File: src/rtl/alu_issue_ctrl.sv
// rtl/alu_issue_ctrl.sv - issue sequencer between IDU1 and the single-cycle ALU
//
// Ports:
//   clk, rst          core clock, synchronous active-high reset
//   idu_valid/ready   packet handshake from IDU1 (idu_ctrl carries the packet)
//   alu_ctrl          packet issued to the ALU (idle packet when nothing issues)
//   alu_pc_load       registered pc_load from the ALU, meaningful in BR_WAIT only
//   ifu_flush         redirect flush to the front end
//   occupancy         current FIFO entry count
//   issue_cnt         saturating count of issued packets
//   flush_cnt         saturating count of taken redirects

package alu_issue_pkg;

    typedef struct packed {
        logic        legal;
        logic        nop;
        logic        alu;
        logic        jal;
        logic        condbr;
        logic [3:0]  alu_op;
        logic [4:0]  rd;
        logic [4:0]  rs1;
        logic [4:0]  rs2;
        logic [31:0] imm;
        logic [31:0] pc;
    } idu1_out_t;

    // Idle packet: every field zero except nop.
    function automatic idu1_out_t idle_pkt();
        idu1_out_t p;
        p     = '0;
        p.nop = 1'b1;
        return p;
    endfunction

endpackage

module alu_issue_ctrl
    import alu_issue_pkg::*;
#(
    parameter int DEPTH = 2,
    parameter int CNT_W = 32
) (
    input  logic                       clk,
    input  logic                       rst,
    input  logic                       idu_valid,
    output logic                       idu_ready,
    input  idu1_out_t                  idu_ctrl,
    output idu1_out_t                  alu_ctrl,
    input  logic                       alu_pc_load,
    output logic                       ifu_flush,
    output logic [$clog2(DEPTH):0]     occupancy,
    output logic [CNT_W-1:0]           issue_cnt,
    output logic [CNT_W-1:0]           flush_cnt
);

    localparam int PTR_W = $clog2(DEPTH);
    localparam int OCC_W = PTR_W + 1;

    typedef enum logic {
        RUN,
        BR_WAIT
    } state_t;

    idu1_out_t          mem [DEPTH];
    logic [PTR_W-1:0]   wr_ptr;
    logic [PTR_W-1:0]   rd_ptr;
    logic [OCC_W-1:0]   count;
    state_t             state;

    idu1_out_t          head;
    logic               full;
    logic               empty;
    logic               push;
    logic               pop;
    logic               head_cf;

    assign head  = mem[rd_ptr];
    assign full  = (count == OCC_W'(DEPTH));
    assign empty = (count == '0);

    // Control flow holds issue until the ALU resolves it one cycle later.
    assign head_cf = (head.jal | head.condbr) & head.alu & head.legal & ~head.nop;

    // Reset gating keeps outputs quiet on the first reset cycle, before the
    // registered state has been cleared.
    assign pop       = ~rst & (state == RUN) & ~empty;
    assign ifu_flush = ~rst & (state == BR_WAIT) & alu_pc_load;
    assign idu_ready = ~full & ~rst & ~ifu_flush;
    assign push      = idu_valid & idu_ready;

    assign alu_ctrl  = pop ? head : idle_pkt();
    assign occupancy = rst ? '0 : count;

    // Storage carries no reset; only count/pointers define validity.
    always_ff @(posedge clk) begin
        if (push) begin
            mem[wr_ptr] <= idu_ctrl;
        end
    end

    always_ff @(posedge clk) begin
        if (rst) begin
            state     <= RUN;
            wr_ptr    <= '0;
            rd_ptr    <= '0;
            count     <= '0;
            issue_cnt <= '0;
            flush_cnt <= '0;
        end else begin
            if (push) begin
                wr_ptr <= wr_ptr + PTR_W'(1);
            end

            if (ifu_flush) begin
                // Push is blocked this cycle, so wr_ptr is stable here.
                count  <= '0;
                rd_ptr <= wr_ptr;
            end else begin
                if (pop) begin
                    rd_ptr <= rd_ptr + PTR_W'(1);
                end
                case ({push, pop})
                    2'b10:   count <= count + OCC_W'(1);
                    2'b01:   count <= count - OCC_W'(1);
                    default: count <= count;
                endcase
            end

            case (state)
                RUN:     state <= (pop && head_cf) ? BR_WAIT : RUN;
                BR_WAIT: state <= RUN;
                default: state <= RUN;
            endcase

            if (pop && (issue_cnt != '1)) begin
                issue_cnt <= issue_cnt + CNT_W'(1);
            end
            if (ifu_flush && (flush_cnt != '1)) begin
                flush_cnt <= flush_cnt + CNT_W'(1);
            end
        end
    end

endmodule
File: config.mk
export PLATFORM = sky130hd
export DESIGN_NAME = alu_issue_ctrl
export DESIGN_NICKNAME = d
export VERILOG_FILES = /design/src/rtl/alu_issue_ctrl.sv
export SDC_FILE = /design/constraint.sdc
export NUM_CORES = 1
export LEC_CHECK = 0
export ABC_CLOCK_PERIOD_IN_PS = 7600
export CORE_MARGIN = 3
export CORE_UTILIZATION = 50
export DETAILED_ROUTE_END_ITERATION = 8
export PLACE_DENSITY = 0.91
export SYNTH_ARGS = -nofsm -noshare
export SYNTH_HDL_FRONTEND = slang
export SYNTH_SLANG_ARGS = --single-unit
File: constraint.sdc
create_clock -name clk -period 7.6 [get_ports clk]
set_input_delay 1.52 -clock clk [delete_from_list [all_inputs] [get_ports clk]]
set_output_delay 1.52 -clock clk [all_outputs]
set_load 0.005 [all_outputs]
# After elaboration in Yosys (flattened, before gate mapping)
# Memory sizes are Yosys's and may differ from the RTL's. A register that Yosys moved wholly into a read port is not among the register bits.
# Cells that the tools add are included.
dict set report op_classes {
  n_eq_ne 5
  bitwise 17
  add_sub_neg 6
  reduce_logical 7
  mux 11
}
# op n
set ops {}
lappend ops {{2-to-1 mux 88 bit} 1}
lappend ops {{adder 32 x 1 -> 32 bit, second input constant} 2}
lappend ops {{inequality test 32 bit, second input constant} 2}
lappend ops {{AND 1 bit} 10}
lappend ops {{2-to-1 mux 1 bit} 7}
lappend ops {{NOT 1 bit} 6}
lappend ops {{equality test 2 bit, second input constant} 2}
lappend ops {{one-hot mux 2 bit (2 select lines)} 1}
lappend ops {{nonzero test 2 bit} 2}
lappend ops {{logical AND 1 bit} 3}
lappend ops {{adder 1 bit, second input constant} 2}
lappend ops {{adder 2 x 1 -> 2 bit, second input constant} 1}
lappend ops {{equality test 2 x 1 -> 1 bit, second input constant} 1}
lappend ops {{logical NOT 2 bit} 1}
lappend ops {{2-to-1 mux 2 bit} 1}
lappend ops {{one-hot mux 1 bit (2 select lines)} 1}
lappend ops {{OR reduction 2 bit} 1}
lappend ops {{subtractor 2 x 1 -> 2 bit, second input constant} 1}
lappend ops {{bitwise OR 1 bit} 1}
dict set report totals {
  wordCells 53
  output_inout_bits 156
  inputBits 92
  n_memories 1
  regBits 69
  ramBits 176
}
# memory words word_bits rd rd_clocked_by_memory_dff write_ports line
set memory_table {}
lappend memory_table {mem 2 88 1 1 1 66} ;# idu1_out_t mem [DEPTH];

# Depth between registers and ports, before layout
# Gate-level depths: netlist of run 1.
dict set report logic_depth {
  word_depth 8
  depth_mapped 9
  mapped_depth_nobuf 8
}

# Least setup slack after synthesis of run 1
# OpenSTA, ideal clock, no wires.
dict set report synth_path {
  path_kind {input -> register}
  from {in alu_pc_load}
  to {mem mem[0][0] in the netlist's numbering (enable)}
  slack_ns 1.152
  setup_time_ns 0.536
  path_stages 5
  required_ns 7.064
  arrival_ns 5.912
  n_path_buf 1
  cell_sequence {and2_1 clkbuf_1 nor3_1 nand2_1 nor2_1}
}
dict set report synth_between {
  elab_chain_len 6
}
# item line
set synth_lines {}
lappend synth_lines {{start, declared} 51} ;# input logic alu_pc_load,
lappend synth_lines {{AND 1 bit} 89} ;# assign ifu_flush = ~rst & (state == BR_WAIT) & alu_pc_load;
lappend synth_lines {{NOT 1 bit} 90} ;# assign idu_ready = ~full & ~rst & ~ifu_flush;
lappend synth_lines {{AND 1 bit} 90}
lappend synth_lines {{net idu_ready} 48} ;# output logic idu_ready,
lappend synth_lines {{AND 1 bit} 91} ;# assign push = idu_valid & idu_ready;
lappend synth_lines {{2-to-1 mux 1 bit} 98} ;# if (push) begin
lappend synth_lines {{2-to-1 mux 1 bit (not written as such)} 99} ;# mem[wr_ptr] <= idu_ctrl;
lappend synth_lines {{end, declared} 66}
# The timed path passes the listed nets, and every way through them passes these cells.

==> results_dict.tcl, run 1 <==
set metrics [dict create \
    drive_above_1_share 0.0671 \
    clk_pin_slew_ps 60 \
    h-tree-depth 1 \
    hold_buffers 0 \
    yosys_warnings 0 \
    cts.path.max_buffers 3 \
    yosysSeqAreaShare 0.655 \
    dp_hpwl_um 18100 \
    ir_drop_mv 0.264 \
    hold_end "issue_cnt[15]" \
    ys_ff_latch 246 \
    r2r_cells 5 \
    hp-class "reg -> reg" \
    place_congestion 0.903 \
    wirelength_um 26500 \
    p_per_area_nw_per_um2 262 \
    grt_pass1_vias 7705 \
    fmax_ghz 0.200 \
    ant_nets 0 \
    syn_area_um2 10200 \
    regToRegEndpoint "mem[0][20]" \
    dp_cells 1293 \
    yosysUniqueCellTypes 54 \
    io_buffers 247 \
    cpMaxStageDelayCell "buf_4" \
    synthToLayoutAreaGrowth_pct 34.9 \
    setup_viol 0 \
    syn_area_per_cell_um2 12.5 \
    critPathKind "in -> out" \
    hold_ws_ps 499 \
    min_path_cells 2 \
    cts_setup_buffers 0 \
    worstSetupEndpointType "primary output" \
    clk_latency_ps 520 \
    skew_ps 13.6 \
    cts_root_buf "clkbuf_16" \
    worstPathMaxFanout 86 \
    worstPathArrival_ps 3490 \
    crit_chain "buf_2, nor2_1, o21ai_4, buf_4, nor2_1, clkdlybuf4s50_1" \
    relSlewSlack 0.184 \
    report.final.slew_viol_count 0 \
    start_util 0.516 \
    fin_cells 1338 \
    outcome "finished, final reports clean" \
    viasPerCell 5.75 \
    synthTopCellsByArea "edfxtp_1 52%, dfxtp_1 14%, mux2i_1 8.4%" \
    ff2ff_setup_slack_ps 4580 \
    period_needed_ps 5010 \
    yosysMostFrequentCell "edfxtp_1" \
    hold_path_startpoint "issue_cnt[15]" \
    n_antenna_cell 0 \
    critical-path-max-stage-delay_ps 760 \
    cp_num_buf_inv 3 \
    grt_pass1_wl_um 41700 \
    synth_top_area_frac 0.517 \
    rows 51 \
    die_x_um 149 \
    synth-async-reset-ratio 0 \
    cts_sinks 246 \
    ys_top_cells_by_count "176 x edfxtp_1, 118 x nor2_1, 86 x mux2i_1" \
    synth_nets 909 \
    tritoncts.num_buffers 25 \
    p_leak_nw 4.33 \
    cts_tree "built" \
    cts-resized-gates 0 \
    synth_flop_cell "edfxtp_1" \
    dieHeight_um 149 \
    routedWlPerCell_um 19.8 \
    cp-start-kind "input port" \
    synth_area_leader_cell "edfxtp_1" \
    rsz0062_at_grt "false" \
    grt_max_degree 87 \
    antenna_found_initial 1 \
    fin_crit_sh 0.659 \
    die-area_um2 22200 \
    io_pins 248 \
    initialDrtViolationCount 580 \
    worstSetupStartpoint "rst" \
    finalNetCount 1150 \
    critPathTopFamily "buffers and inverters" \
    grt_usage 0.236 \
    drc 0 \
    tightest_slew_ps 1210 \
    maxCapViolations 0 \
    cp.required_ps 6080 \
    synth_edf_count 176 \
    firstDrtPassIters 5 \
    r2r_start "state" \
    synth_cells 814 \
    grt_overflow 0 \
    core_area_um2 19800 \
    hold_viol 0 \
    crit_top_cell "nor2_1" \
    dr_total_vias 7691 \
    setup_tns_ps 0 \
]
==> per-layer routing <==
metal,vias to the layer above,track usage,wire (um)
li1,3557,-,-
met1,3713,0.299,10100
met2,378,0.403,13200
met3,41,0.0678,2760
met4,2,0.0558,445
met5,-,0,20
==> area by class of cell <==
class | count | area, um^2
fillers | 1314 | 6000
clock inverters | 16 | 204
well taps | 265 | 332
flip-flops and latches | 246 | 6690
repair buffers | 255 | 2530
multi-input cells | 515 | 3340
clock buffers | 29 | 641
inverters | 12 | 45.0
==> cells in the final DEF, fill, tap and decap left out, types with 3 or more instances in the layout <==
cell type	instances
a211oi_1	3
a21oi_1	43
and2_1	3
and3_1	3
and4_1	4
buf_4	8
bufinv_16	5
clkbuf_1	4
clkbuf_16	25
clkdlybuf4s50_1	246
clkinv_1	4
clkinv_2	4
dfxtp_1	69
edfxtp_1	176
ha_1	3
inv_1	11
mux2_2	6
mux2i_1	86
nand2_1	31
nand3_1	25
nand4_1	16
nor2_1	116
nor2b_1	10
nor3_1	13
nor4_1	11
o21ai_0	27
o311ai_0	3
o31a_1	4
o31ai_1	15
o41ai_1	4
or3_1	27
or4_1	19
xnor2_1	12
==> kinds of logic (layout without fill, tap and decap cells) <==
| kind of cell | Yosys count | in the layout | synth area share |
|---|---|---|---|
| and+or+nand+nor | 296 | 296 | 0.151 |
| muxes | 93 | 93 | 0.0924 |
| xor gates and xnor gates | 14 | 14 | 0.0120 |
| buffers and inverters | 53 | 312 | 0.0211 |
| adders and majority gates | 3 | 3 | 0.00368 |
| DFF | 246 | 246 | 0.655 |
| AOI/OAI and AO/OA | 109 | 109 | 0.0655 |
==> registers in the layout, summed over array words and instances (netlist names), named ones only <==
signal and count:
mem 176, flush_cnt 32, issue_cnt 32, count 2, rd_ptr 1, state 1, wr_ptr 1
==> metrics by stage <==
step / setup slack [ps] / util / power [mW] / area (um^2)
2_1_floorplan: 1150 / - / 1.98 / 10200
3_3_place_gp: 2630 / 0.654 / 2.34 / 12900
3_5_place_dp: 2630 / 0.654 / 2.37 / 12900
4_1_cts: 2630 / 0.696 / 3.64 / 13800
5_1_grt: 2490 / 0.696 / 3.75 / 13800
6_report: 2590 / 0.696 / 3.61 / 13800
==> worst max-delay path by stage <==
stage,slack [ps],depth (start not counted),endpoint
CTS,2630,6,alu_ctrl[77]
detailed placement,2630,6,alu_ctrl[77]
global placement,2630,6,alu_ctrl[77]
global route,2490,6,alu_ctrl[77]
finish,2590,6,alu_ctrl[77]
floorplan,1150,5,mem[0][0]
==> power breakdown <==
part | leakage, nW | internal (mW) | switching [mW]
clock network | 0.410 | 0.771 | 0.498
logic | 1.74 | 0.383 | 0.337
registers | 2.18 | 1.53 | 0.0943
total | 4.33 | 2.68 | 0.930
==> worst reg2reg max path: stages, from the launching register on <==
cell     delay (ps)
dfxtp_1         370
and2_1          230
nor3_1          340
nand2_1         290
nor2_4          850
buf_4           570
(Power assumes the default switching activity.)
==> inputs of run 2 (changes only) <==
--- a/config.mk
+++ b/config.mk
@@ -5,7 +5,7 @@
 export SDC_FILE = /design/constraint.sdc
 export NUM_CORES = 1
 export LEC_CHECK = 0
-export ABC_CLOCK_PERIOD_IN_PS = 7600
+export ABC_CLOCK_PERIOD_IN_PS = 4730
 export CORE_MARGIN = 3
 export CORE_UTILIZATION = 50
 export DETAILED_ROUTE_END_ITERATION = 8
==> constraint.sdc (replaced) <==
create_clock -name clk -period 4.73 [get_ports clk]
set_input_delay 0.946 -clock clk [delete_from_list [all_inputs] [get_ports clk]]
set_output_delay 0.946 -clock clk [all_outputs]
set_load 0.005 [all_outputs]
==> run 2 against run 1 <==
  * Worst setup slack worse by 1600 ps
  * Final cell count up 0.15%
  * Cell area up 0.23%
  * Hold slack better by 11 ps
  * Utilization up 0.16 points
  * Critical path depth down 2
  * Wire length down 0.44%
  * Clock-buffer cell count up 4
  * Combinational power up 68%
  * Highest routed layer unchanged
==> results_dict.tcl, run 2 (same netlist as run 1, synthesis figures left out) <==
set metrics [dict create \
    outcome "finished, final reports clean" \
    grt_usage 0.232 \
    final_cell_mix "246 x clkdlybuf4s50_1, 176 x edfxtp_1, 116 x nor2_1, 86 x mux2i_1, 69 x dfxtp_1" \
    worstPathMaxFanout 35 \
    dr_total_vias 7659 \
    tightest_slew_ps 1230 \
    r2r_start "issue_cnt[18]" \
    cts.path.max_buffers 3 \
    grt_max_degree 89 \
    p_leak_nw 4.34 \
    crit_end "alu_ctrl[81]" \
    critical-path-max-stage-delay_ps 730 \
    cp.required_ps 3780 \
    h-tree-depth 1 \
    clk_pin_slew_ps 60 \
    synthToLayoutAreaGrowth_pct 35.2 \
    design_area_um2 13800 \
    rsz0062_at_grt "false" \
    ant_nets 0 \
    clk_latency_ps 530 \
    io_pins 248 \
    crit_chain "buf_4, mux2i_1, nor2_1, clkdlybuf4s50_1" \
    wl_met1_um 10400 \
    rows 51 \
    highest_layer "met5" \
    finalNetCount 1151 \
    ir_drop_mv 0.429 \
    cts-resized-gates 0 \
    wirelength_um 26400 \
    p_per_area_nw_per_um2 419 \
    die-area_um2 22200 \
    fmax_ghz 0.265 \
    post_dp_cell_area_um2 13000 \
    initialDrtViolationCount 584 \
    start_util 0.516 \
    largest_reg_flops 176 \
    tritoncts.num_buffers 25 \
    largest_registers "mem x176, flush_cnt x32, issue_cnt x32" \
    place_congestion 0.910 \
    hp-class "reg -> reg" \
    cp-start-kind "register" \
    layout_commonest_cell "clkdlybuf4s50_1" \
    grt_pass1_vias 7734 \
    drive_above_1_share 0.0670 \
    critPathKind "reg -> out" \
    top_register "mem" \
    cts_setup_buffers 0 \
    grt_overflow 0 \
    ff2ff_setup_slack_ps 1830 \
    drc 0 \
    r2r_cells 5 \
    dp_hpwl_um 17200 \
    cpMaxStageDelayCell "dfxtp_4" \
    n_antenna_cell 0 \
    setup_tns_ps 0 \
    period_needed_ps 3780 \
    p_total_mw 5.78 \
    dr_wl_met3_um 2530 \
    worstPathArrival_ps 2830 \
    dieHeight_um 149 \
    core_area_um2 19800 \
    worstSetupEndpointType "primary output" \
    die_x_um 149 \
    relSlewSlack 0.175 \
    cts_root_buf "clkbuf_16" \
    skew_ps 15.4 \
    setup_viol 0 \
    report.final.slew_viol_count 0 \
    grt_pass1_wl_um 41300 \
    fin_crit_sh 0.799 \
    wl_met2_um 13000 \
    hold_viol 0 \
    viasPerCell 5.72 \
    cts_sinks 246 \
    io_buffers 247 \
    cts_tree "built" \
    firstDrtPassIters 5 \
    routedWlPerCell_um 19.7 \
    hold_buffers 0 \
    regToRegEndpoint "issue_cnt[6]" \
    antenna_found_initial 1 \
    maxCapViolations 0 \
]
## run 2: cell type report
cell class | count | area [um^2]
inverters | 12 | 45.0
flip-flops and latches | 246 | 6690
clock buffers | 33 | 696
clock inverters | 13 | 148
repair buffers | 256 | 2560
fillers | 1306 | 5970
multi-input cells | 515 | 3340
well taps | 265 | 332
## run 2: per-layer routing
metal  up-vias  GRT usage
met1      3697      0.297
met4         2     0.0476
met2       374      0.392
li1       3554          -
met5         -          0
met3        32     0.0732
## run 2: worst min path at each step
stage	slack, ps	start	end	cells after the start
finish	510	issue_cnt[27]	issue_cnt[27]	2
global placement	480	flush_cnt[15]	flush_cnt[15]	2
global route	540	flush_cnt[18]	flush_cnt[18]	2
floorplan	470	flush_cnt[22]	flush_cnt[22]	1
CTS	500	flush_cnt[18]	flush_cnt[18]	2
detailed placement	490	flush_cnt[18]	flush_cnt[18]	2
## run 2: stage by stage
step | hold slack (ps) | setup slack (ps) | cells | util
floorplan | 471 | -1140 | 814 | -
global placement | 479 | 1120 | 1294 | 0.655
detailed placement | 487 | 1030 | 1294 | 0.655
CTS | 502 | 890 | 1340 | 0.698
global route | 535 | 784 | 1340 | 0.698
finish | 509 | 952 | 1340 | 0.698
## run 2: power breakdown
group | switching [mW] | internal (mW) | total (mW)
registers | 0.112 | 2.46 | 2.57
logic | 0.587 | 0.621 | 1.21
clock network | 0.809 | 1.20 | 2.01
total | 1.51 | 4.28 | 5.78
## run 2: worst max-delay path, delay by kind of cell (launching register included)
family / cells / cell delay, ps
and+or+nand+nor: 1 / 100
buffers and inverters: 2 / 1080
DFF: 1 / 730
muxes: 1 / 380
==> inputs of run 3 (changes only) <==
--- a/config.mk
+++ b/config.mk
@@ -5,7 +5,7 @@
 export SDC_FILE = /design/constraint.sdc
 export NUM_CORES = 1
 export LEC_CHECK = 0
-export ABC_CLOCK_PERIOD_IN_PS = 4730
+export ABC_CLOCK_PERIOD_IN_PS = 3600
 export CORE_MARGIN = 3
 export CORE_UTILIZATION = 50
 export DETAILED_ROUTE_END_ITERATION = 8
==> constraint.sdc (replaced) <==
create_clock -name clk -period 3.6 [get_ports clk]
set_input_delay 0.72 -clock clk [delete_from_list [all_inputs] [get_ports clk]]
set_output_delay 0.72 -clock clk [all_outputs]
set_load 0.005 [all_outputs]
==> run 3 against run 2 <==
  * Sequential power grew 31%
  * Power grew 28%
  * Sequential share of layout area is 0.18 points lower
  * Clock power increased by 20%
  * Clock skew shrank 8.6 ps
  * Global-route usage up 1.0 points
  * Combinational power up 36%
  * Cell area is 0.37% higher
  * Non-clock buffer count up 9
  * Utilization up 0.26 points
  * Clock-buffer cell count increased by 2
  * Hold slack got worse by 7.3 ps
  * Highest routed layer unchanged
==> results_dict.tcl, run 3 (same netlist as run 1, synthesis figures left out) <==
set metrics [dict create \
    dp_cells 1303 \
    fin_cells 1346 \
    r2r_cells 6 \
    worstPathMaxFanout 32 \
    p_leak_nw 4.37 \
    finalNetCount 1160 \
    ir_drop_mv 0.477 \
    final_util 0.701 \
    hold_viol 0 \
    met2_usage 0.423 \
    cp-start-kind "register" \
    met1_usage 0.305 \
    use_met3 0.0632 \
    firstDrtPassIters 5 \
    grt_overflow 0 \
    top_register "mem" \
    die-area_um2 22200 \
    viasPerCell 5.74 \
    cp.required_ps 2880 \
    critical-path-max-stage-delay_ps 700 \
    hold_buffers 0 \
    tritoncts.num_buffers 25 \
    dieHeight_um 149 \
    largest_registers "mem x176, flush_cnt x32, issue_cnt x32" \
    cts.path.max_buffers 3 \
    relSlewSlack 0.478 \
    nFillCells 1348 \
    p_per_area_nw_per_um2 536 \
    min_path_cells 2 \
    outcome "finished, final reports clean" \
    io_buffers 247 \
    core_area_um2 19800 \
    initialDrtViolationCount 575 \
    worstSetupEndpointType "primary output" \
    clk_latency_ps 530 \
    place_congestion 0.896 \
    skew_ps 6.74 \
    cpMaxStageDelayCell "dfxtp_4" \
    grt_usage 0.242 \
    top_usage_layer "met2" \
    io_pins 248 \
    routedWlPerCell_um 20.2 \
    tightest_slew_ps 776 \
    worstPathArrival_ps 2530 \
    die_x_um 149 \
    synthToLayoutAreaGrowth_pct 35.7 \
    clk_pin_slew_ps 60 \
    maxCapViolations 0 \
    critPathKind "reg -> out" \
    seqCellArea_um2 6690 \
    cts_setup_buffers 0 \
    fin_crit_sh 0.902 \
    wirelength_um 27200 \
    dp_hpwl_um 18400 \
    rows 51 \
    final_cell_mix "246 x clkdlybuf4s50_1, 176 x edfxtp_1, 116 x nor2_1, 86 x mux2i_1, 69 x dfxtp_1" \
    setup_viol 0 \
    h-tree-depth 1 \
    grt_max_degree 74 \
    hp-class "reg -> reg" \
    n_antenna_cell 0 \
    start_util 0.516 \
    cts_tree "built" \
    multi_input_area_um2 3340 \
    grt_pass1_vias 7669 \
    fmax_ghz 0.308 \
    crit_chain "buf_12, mux2i_1, nor2_1, clkdlybuf4s50_1" \
    rsz0062_at_grt "false" \
    dr_total_vias 7725 \
    cts_root_buf "clkbuf_16" \
    layout_commonest_cell "clkdlybuf4s50_1" \
    cts_sinks 246 \
    period_needed_ps 3250 \
    drive_above_1_share 0.0722 \
    grt_pass1_wl_um 42400 \
    antenna_found_initial 1 \
    ant_nets 0 \
    drc 0 \
    cts-resized-gates 0 \
    report.final.slew_viol_count 0 \
    largest_reg_flops 176 \
]
==> run 3: area by class of cell <==
type / count / area share
flip-flops and latches: 246 / 0.483
multi-input cells: 515 / 0.241
inverters: 12 / 0.00325
clock inverters: 8 / 0.00569
well taps: 265 / 0.0239
clock buffers: 35 / 0.0486
repair buffers: 265 / 0.195
==> run 3: report_power, final <==
part	internal, mW	switching [mW]
combinational	0.851	0.794
sequential	3.22	0.138
clock	1.38	1.04
total	5.45	1.98
==> run 3: worst paths after layout <==
kind | start | end | slack, ps
setup reg to reg | issue_cnt[18] | issue_cnt[8] | 1000
setup / recovery | register | alu_ctrl[65] | 350
hold reg to reg | issue_cnt[15] | issue_cnt[15] | 500
hold / removal | issue_cnt[15] | issue_cnt[15] | 500
==> run 3: per-layer routing <==
layer	routed length [um]	vias up
met5	13	-
met4	412	2
met3	2860	40
met2	13800	431
met1	10100	3685
li1	-	3567
==> run 3: worst max-delay path, delay by kind of cell (launching register included) <==
kind                   cells  cell delay (ps)
muxes                      1              410
DFF                        1              700
and+or+nand+nor            1               80
buffers and inverters      2              780
==> run 3: metrics by stage <==
step	power, mW	hold slack, ps	cell area, um^2	TNS, ps	setup WS (ps)
after floorplan	4.18	471	10200	-103170	-586
after global placement	4.99	476	13100	0	541
after detailed placement	5.04	494	13100	0	532
after CTS	7.48	503	13900	0	312
after global routing	7.71	538	13900	0	224
final	7.43	502	13900	0	351
==> edit 1 (config.mk and constraints of run 2) <==
The parameter `CNT_W` goes from 32 to 36.
--- a/src/rtl/alu_issue_ctrl.sv
+++ b/src/rtl/alu_issue_ctrl.sv
@@ -42,3 +42,3 @@
     parameter int DEPTH = 2,
-    parameter int CNT_W = 32
+    parameter int CNT_W = 36
 ) (
Interface: changed (resized flush_cnt and issue_cnt); port bits go from 248 to 256. The function was not compared with the original's and may differ.
==> edit 1 against run 2 <==
- largest power group unchanged
- hold slack worse by 0.019 ns
- count of clock-buffer cells in the layout stayed put
- synthesized area is 4.2% higher
- setup slack worse by 0.48 ns
- critical endpoint is now alu_ctrl[86]
- total power is 4.5% higher
- register-to-register slack worse by 0.03 ns
- final area is 4.8% higher
- wire length is 6.5% higher
- sequential cell count is 8 higher
- combinational power is 6% lower
- highest routed layer unchanged
- largest cell class unchanged
==> edit 1: results (changes against run 2) <==
\begin{tabular}{lr}
\hline
Metric & Value \\
\hline
\multicolumn{2}{l}{\textbf{Run status}} \\
\quad Outcome & complete, no violations (unchanged) \\
\multicolumn{2}{l}{\textbf{Synthesis}} \\
\quad Cells after synthesis & 868 (was 814) \\
\quad Top cells by area in the synthesized netlist & edfxtp\_1 50\%, dfxtp\_1 15\%, mux2i\_1 8.3\% (was edfxtp\_1 52\%, dfxtp\_1 14\%, mux2i\_1 8.4\%) \\
\quad Synthesized Nets & 963 (was 909) \\
\quad Proportion of synthesized chip area in sequential cells & 64.31\% (was 65.47\%) \\
\quad Ys Warns & 0 (unchanged) \\
\quad Post-synth cell types & 57 (was 54) \\
\multicolumn{2}{l}{\textbf{Critical path}} \\
\quad Top fanout value on the critical path & 88 (was 35) \\
\quad FF-to-FF setup slack & 1.80 ns (was 1.83 ns) \\
\quad Critical Path AT & 3.31 ns (was 2.83 ns) \\
\multicolumn{2}{l}{\textbf{Route}} \\
\quad Routed vias & 8256 (was 7659) \\
\quad Via density per instance & 5.839 (was 5.716) \\
\quad Iter 0 DRT Violations & 553 (was 584) \\
\quad WL final & 28.15 mm (was 26.42 mm) \\
\multicolumn{2}{l}{\textbf{Timing}} \\
\quad Skew final & 0.01841 ns (was 0.01536 ns) \\
\quad Worst-margin pin slew & 1.109 ns (was 1.228 ns) \\
\quad Worst hold slack across all endpoints & 0.4905 ns (was 0.5094 ns) \\
\multicolumn{2}{l}{\textbf{CTS}} \\
\quad Clock tree buffer depth & 3 (unchanged) \\
\quad Setup fix buffers added after clock tree synthesis & 0 (unchanged) \\
\quad Insertion delay to the later sink of the worst-skew pair & 0.55 ns (was 0.53 ns) \\
\quad Number of buffers inserted during clock tree synthesis & 28 (was 25) \\
\multicolumn{2}{l}{\textbf{Global route}} \\
\quad Via count of the first global-routing pass & 8098 (was 7734) \\
\quad Number of antenna violations at the first check in global routing & 3 (was 1) \\
\quad Total routing usage reported by global routing & 23.27\% (was 23.20\%) \\
\quad Global-route wire length before repair & 44.33 mm (was 41.27 mm) \\
\multicolumn{2}{l}{\textbf{Placement}} \\
\quad Post-Place Cells & 1361 (was 1294) \\
\quad Sum of net half-perimeters after detailed placement & 18.54 mm (was 17.19 mm) \\
\quad Final weighted congestion in routability-driven placement & 0.8563 (was 0.9103) \\
\quad Port Buffers & 255 (was 247) \\
\multicolumn{2}{l}{\textbf{Pwr}} \\
\quad Static Leak & 0.004646 uW (was 0.004343 uW) \\
\quad Cell-internal power & 4484 uW (was 4276 uW) \\
\quad Maximum VDD drop & 386.5 uV (was 429.5 uV) \\
\multicolumn{2}{l}{\textbf{Finish}} \\
\quad Layout cell share with drive strength beyond 1 & 7.962\% (was 6.698\%) \\
\quad Top flop regs & mem x176, flush\_cnt x36, issue\_cnt x36 (was mem x176, flush\_cnt x32, issue\_cnt x32) \\
\quad Final nets & 1216 (was 1151) \\
\hline
\end{tabular}
## edit 1: cell families after synthesis
| group | share of synthesized area [%] |
|---|---|
| AOI/OAI and AO/OA | 6.664 |
| xor gates and xnor gates | 0.7404 |
| and+or+nand+nor | 15.85 |
| adders and majority gates | 0.3526 |
| DFF | 64.31 |
| buffers and inverters | 2.538 |
| muxes | 9.543 |
## edit 1: routing by layer
| metal | vias to the layer above | track usage [%] | part of all wire (%) |
|---|---|---|---|
| met3 | 61 | 5.717 | 9.6 |
| met5 | - | 0 | 0.075 |
| li1 | 3776 | - | - |
| met4 | 4 | 5.993 | 2.8 |
| met1 | 3964 | 29.12 | 37 |
| met2 | 451 | 40.69 | 50 |
## edit 1: final cells by class
type / count / area, um2
diodes: 1 / 2.502
inverters: 13 / 48.80
fillers: 1358 / 6087
flip-flops and latches: 254 / 6850
multi-input cells: 556 / 3565
well taps: 270 / 337.8
clock inverters: 19 / 212.7
clock buffers: 33 / 760.7
repair buffers: 268 / 2695
## edit 1: critical path, stage by stage
cell and delay (ns):
buf_2 0.11, nor2_1 0.10, o21ai_4 0.07, buf_4 0.72, clkinv_1 0.55, o21ai_0 0.24
clkdlybuf4s50_1 0.56
## edit 1: path summary, 6_finish.rpt
| kind | startpoint | endpoint | depth (start not counted) |
|---|---|---|---|
| min reg2reg | issue_cnt[4]$_SDFFE_PP0P_ | issue_cnt[4]$_SDFFE_PP0P_ | 1 |
| max | rst | alu_ctrl[86] | 7 |
| min | issue_cnt[4]$_SDFFE_PP0P_ | issue_cnt[4]$_SDFFE_PP0P_ | 1 |
| max reg2reg | state$_SDFF_PP0_ | issue_cnt[18]$_SDFFE_PP0P_ | 7 |
## edit 1: power groups by stage
stage               Sequential, uW  Clock (uW)  Combinational (uW)
floorplan                     2600           0                 610
global placement              2670           0                1100
detailed placement            2680           0                1130
CTS                           2640        2300                1150
global route                  2650        2390                1220
finish                        2640        2270                1140
## edit 1: metrics by stage
step	worst slack, ns	TNS, ns
after detailed placement	0.3870	0
after global routing	0.2540	0
after global placement	0.3968	0
after CTS	0.3670	0
after floorplan	-1.114	-196.12
final	0.4728	0
==> edit 2 (flow settings as in run 2) <==
Made on the original files. Reset style: asynchronous (`rst`), changed in one clocked block. Comments in the files are not updated.
--- a/src/rtl/alu_issue_ctrl.sv
+++ b/src/rtl/alu_issue_ctrl.sv
@@ -102,3 +102,3 @@
 
-    always_ff @(posedge clk) begin
+    always_ff @(posedge clk or posedge rst) begin
         if (rst) begin
Formal check against the unedited RTL: differs if rst is asserted again (counterexample within 4 cycles, from zero or initial values and one cycle with rst high); with rst held inactive, the same outputs for 4 cycles.
==> edit 2 against run 2 <==
- synthesized area down 1.9%
- setup slack worse by 0.25 ns
- final area down 0.24%
- utilization up 0.52 points
- critical endpoint is now alu_ctrl[74]
- total power up 12%
- sequential cell count down 1
- wire length down 9.0%
- first-iteration DRC count down 31%
==> edit 2: results (changes against run 2) <==
\begin{tabular}{lr}
\hline
Metric & Value \\
\hline
\multicolumn{2}{l}{\textbf{Run status}} \\
\quad Outcome & complete, no violations (unchanged) \\
\multicolumn{2}{l}{\textbf{Critical path}} \\
\quad Top fanout value on the critical path & 65 (was 35) \\
\quad Worst stage delay on the critical path & 0.56 ns (was 0.73 ns) \\
\quad FF-to-FF setup slack & 2.35 ns (was 1.83 ns) \\
\quad Critical Path AT & 3.08 ns (was 2.83 ns) \\
\quad Startpoint of the most critical register-to-register path & count[1]\$\_DFFE\_PP0P\_ (was issue\_cnt[18]\$\_SDFFE\_PP0P\_) \\
\quad Crit Reg-Reg Endpoint & mem[0][65]\$\_DFFE\_PP\_ (was issue\_cnt[6]\$\_SDFFE\_PP0P\_) \\
\multicolumn{2}{l}{\textbf{CTS}} \\
\quad Number of buffers inserted during clock tree synthesis & 26 (was 25) \\
\multicolumn{2}{l}{\textbf{Global route}} \\
\quad M3 GR Usage & 6.101\% (was 7.323\%) \\
\quad Via count of the first global-routing pass & 6917 (was 7734) \\
\quad Met1 Track Usage GR & 26.61\% (was 29.75\%) \\
\quad Global-route wire length before repair & 37.54 mm (was 41.27 mm) \\
\quad Global-route track usage on met2 & 37.58\% (was 39.19\%) \\
\multicolumn{2}{l}{\textbf{Route}} \\
\quad Iter 0 DRT Violations & 405 (was 584) \\
\quad Wire length per cell after detailed routing & 19.28 um (was 19.72 um) \\
\quad Routed vias & 6740 (was 7659) \\
\multicolumn{2}{l}{\textbf{Timing}} \\
\quad Skew final & 0.01763 ns (was 0.01536 ns) \\
\quad Worst slew margin relative to its limit & 42.33\% (was 17.52\%) \\
\multicolumn{2}{l}{\textbf{Synthesis}} \\
\quad Most instantiated cells after synthesis & 176 x edfxtp\_1, 120 x nor2\_1, 88 x mux2i\_1, 69 x dfrtp\_1, 39 x xor2\_1 (was 176 x edfxtp\_1, 118 x nor2\_1, 86 x mux2i\_1, 70 x dfxtp\_1, 43 x a21oi\_1) \\
\quad Post-synth cell types & 44 (was 54) \\
\quad Proportion of synthesized chip area in sequential cells & 70.00\% (was 65.47\%) \\
\quad Share of the synthesized area in the top cell type & 52.76\% (was 51.75\%) \\
\quad Share of synthesized flip-flops with an asynchronous set or reset & 28.16\% (was 0\%) \\
\quad Synthesized Nets & 795 (was 909) \\
\multicolumn{2}{l}{\textbf{Pwr}} \\
\quad Maximum VDD drop & 457.9 uV (was 429.5 uV) \\
\quad Switching share of total power & 27.54\% (was 26.08\%) \\
\multicolumn{2}{l}{\textbf{Worst hold path}} \\
\quad Min-Delay Startpoint & flush\_cnt[31]\$\_DFFE\_PP0P\_ (was issue\_cnt[27]\$\_SDFFE\_PP0P\_) \\
\quad Hold Path Cell Cnt & 1 (was 2) \\
\multicolumn{2}{l}{\textbf{Placement}} \\
\quad Sum of net half-perimeters after detailed placement & 15.93 mm (was 17.19 mm) \\
\hline
\end{tabular}
==> edit 2: cell count changes in the layout (fill, tap and decap cells not counted), moves of 14 or more <==
cell	before	now
dfxtp_1	69	0
dfrtp_1	0	68
a21oi_1	43	3
xor2_1	2	39
or3_1	27	1
o21ai_0	27	5
or4_1	19	0
o31ai_1	15	1
==> edit 2: layout make-up <==
type | count | area, um2 | share of cell area (%)
inverters | 5 | 22.52 | 0.1635
clock buffers | 33 | 718.2 | 5.213
well taps | 265 | 331.6 | 2.407
multi-input cells | 428 | 2913 | 21.14
diodes | 1 | 2.502 | 0.01817
flip-flops and latches | 245 | 7015 | 50.93
clock inverters | 14 | 170.2 | 1.235
repair buffers | 256 | 2603 | 18.89
==> edit 2: logic make-up after synthesis <==
kind of cell,count (synthesis),share of synthesized area [%]
simple gates,253,12.47
compound gates,20,1.574
buf+inv,28,1.162
flops,245,70.00
fa+ha+maj,2,0.2498
mux,91,9.131
xor+xnor,62,5.421
==> edit 2: worst max path at each step <==
stage               start                   to  slack (ns)  cells past startpoint
floorplan             rst  mem[0][0]$_DFFE_PP_        0.51                      4
global placement      rst         alu_ctrl[15]        0.77                      6
detailed placement    rst         alu_ctrl[15]        0.70                      6
CTS                   rst         alu_ctrl[15]        0.66                      6
global route          rst         alu_ctrl[15]        0.54                      6
finish                rst         alu_ctrl[74]        0.70                      6
==> edit 2: metrics by stage <==
step	setup WS [ns]	instances	total power, uW	hold slack [ns]	util [%]
floorplan	0.5127	701	3574	0.4774	-
global placement	0.7720	1199	4420	0.4735	65.77
detailed placement	0.7023	1199	4463	0.4945	65.77
CTS	0.6619	1246	6542	0.5050	70.31
global route	0.5374	1247	6760	0.5276	70.32
finish	0.6994	1247	6481	0.5066	70.32
==> edit 2: power groups by stage <==
stage | clock network (uW) | registers (uW) | logic, uW
global placement | 0 | 2710 | 1710
CTS | 2090 | 2690 | 1760
finish | 2060 | 2690 | 1740
detailed placement | 0 | 2720 | 1740
floorplan | 0 | 2700 | 871
global route | 2190 | 2710 | 1860
==> edit 2: worst reg2reg max path, stage by stage (launching register included) <==
cell       delay, ns
dfrtp_1         0.44
inv_1           0.21
o2111ai_1       0.32
nor2_4          0.78
buf_12          0.31
==> edit 2: routing by layer <==
layer	share of wire (%)	up-vias	wire, um
li1	-	3094	-
met3	9.0	49	2170
met4	2.7	0	648
met1	37	3288	8990
met2	51	309	12240
met5	0	-	0
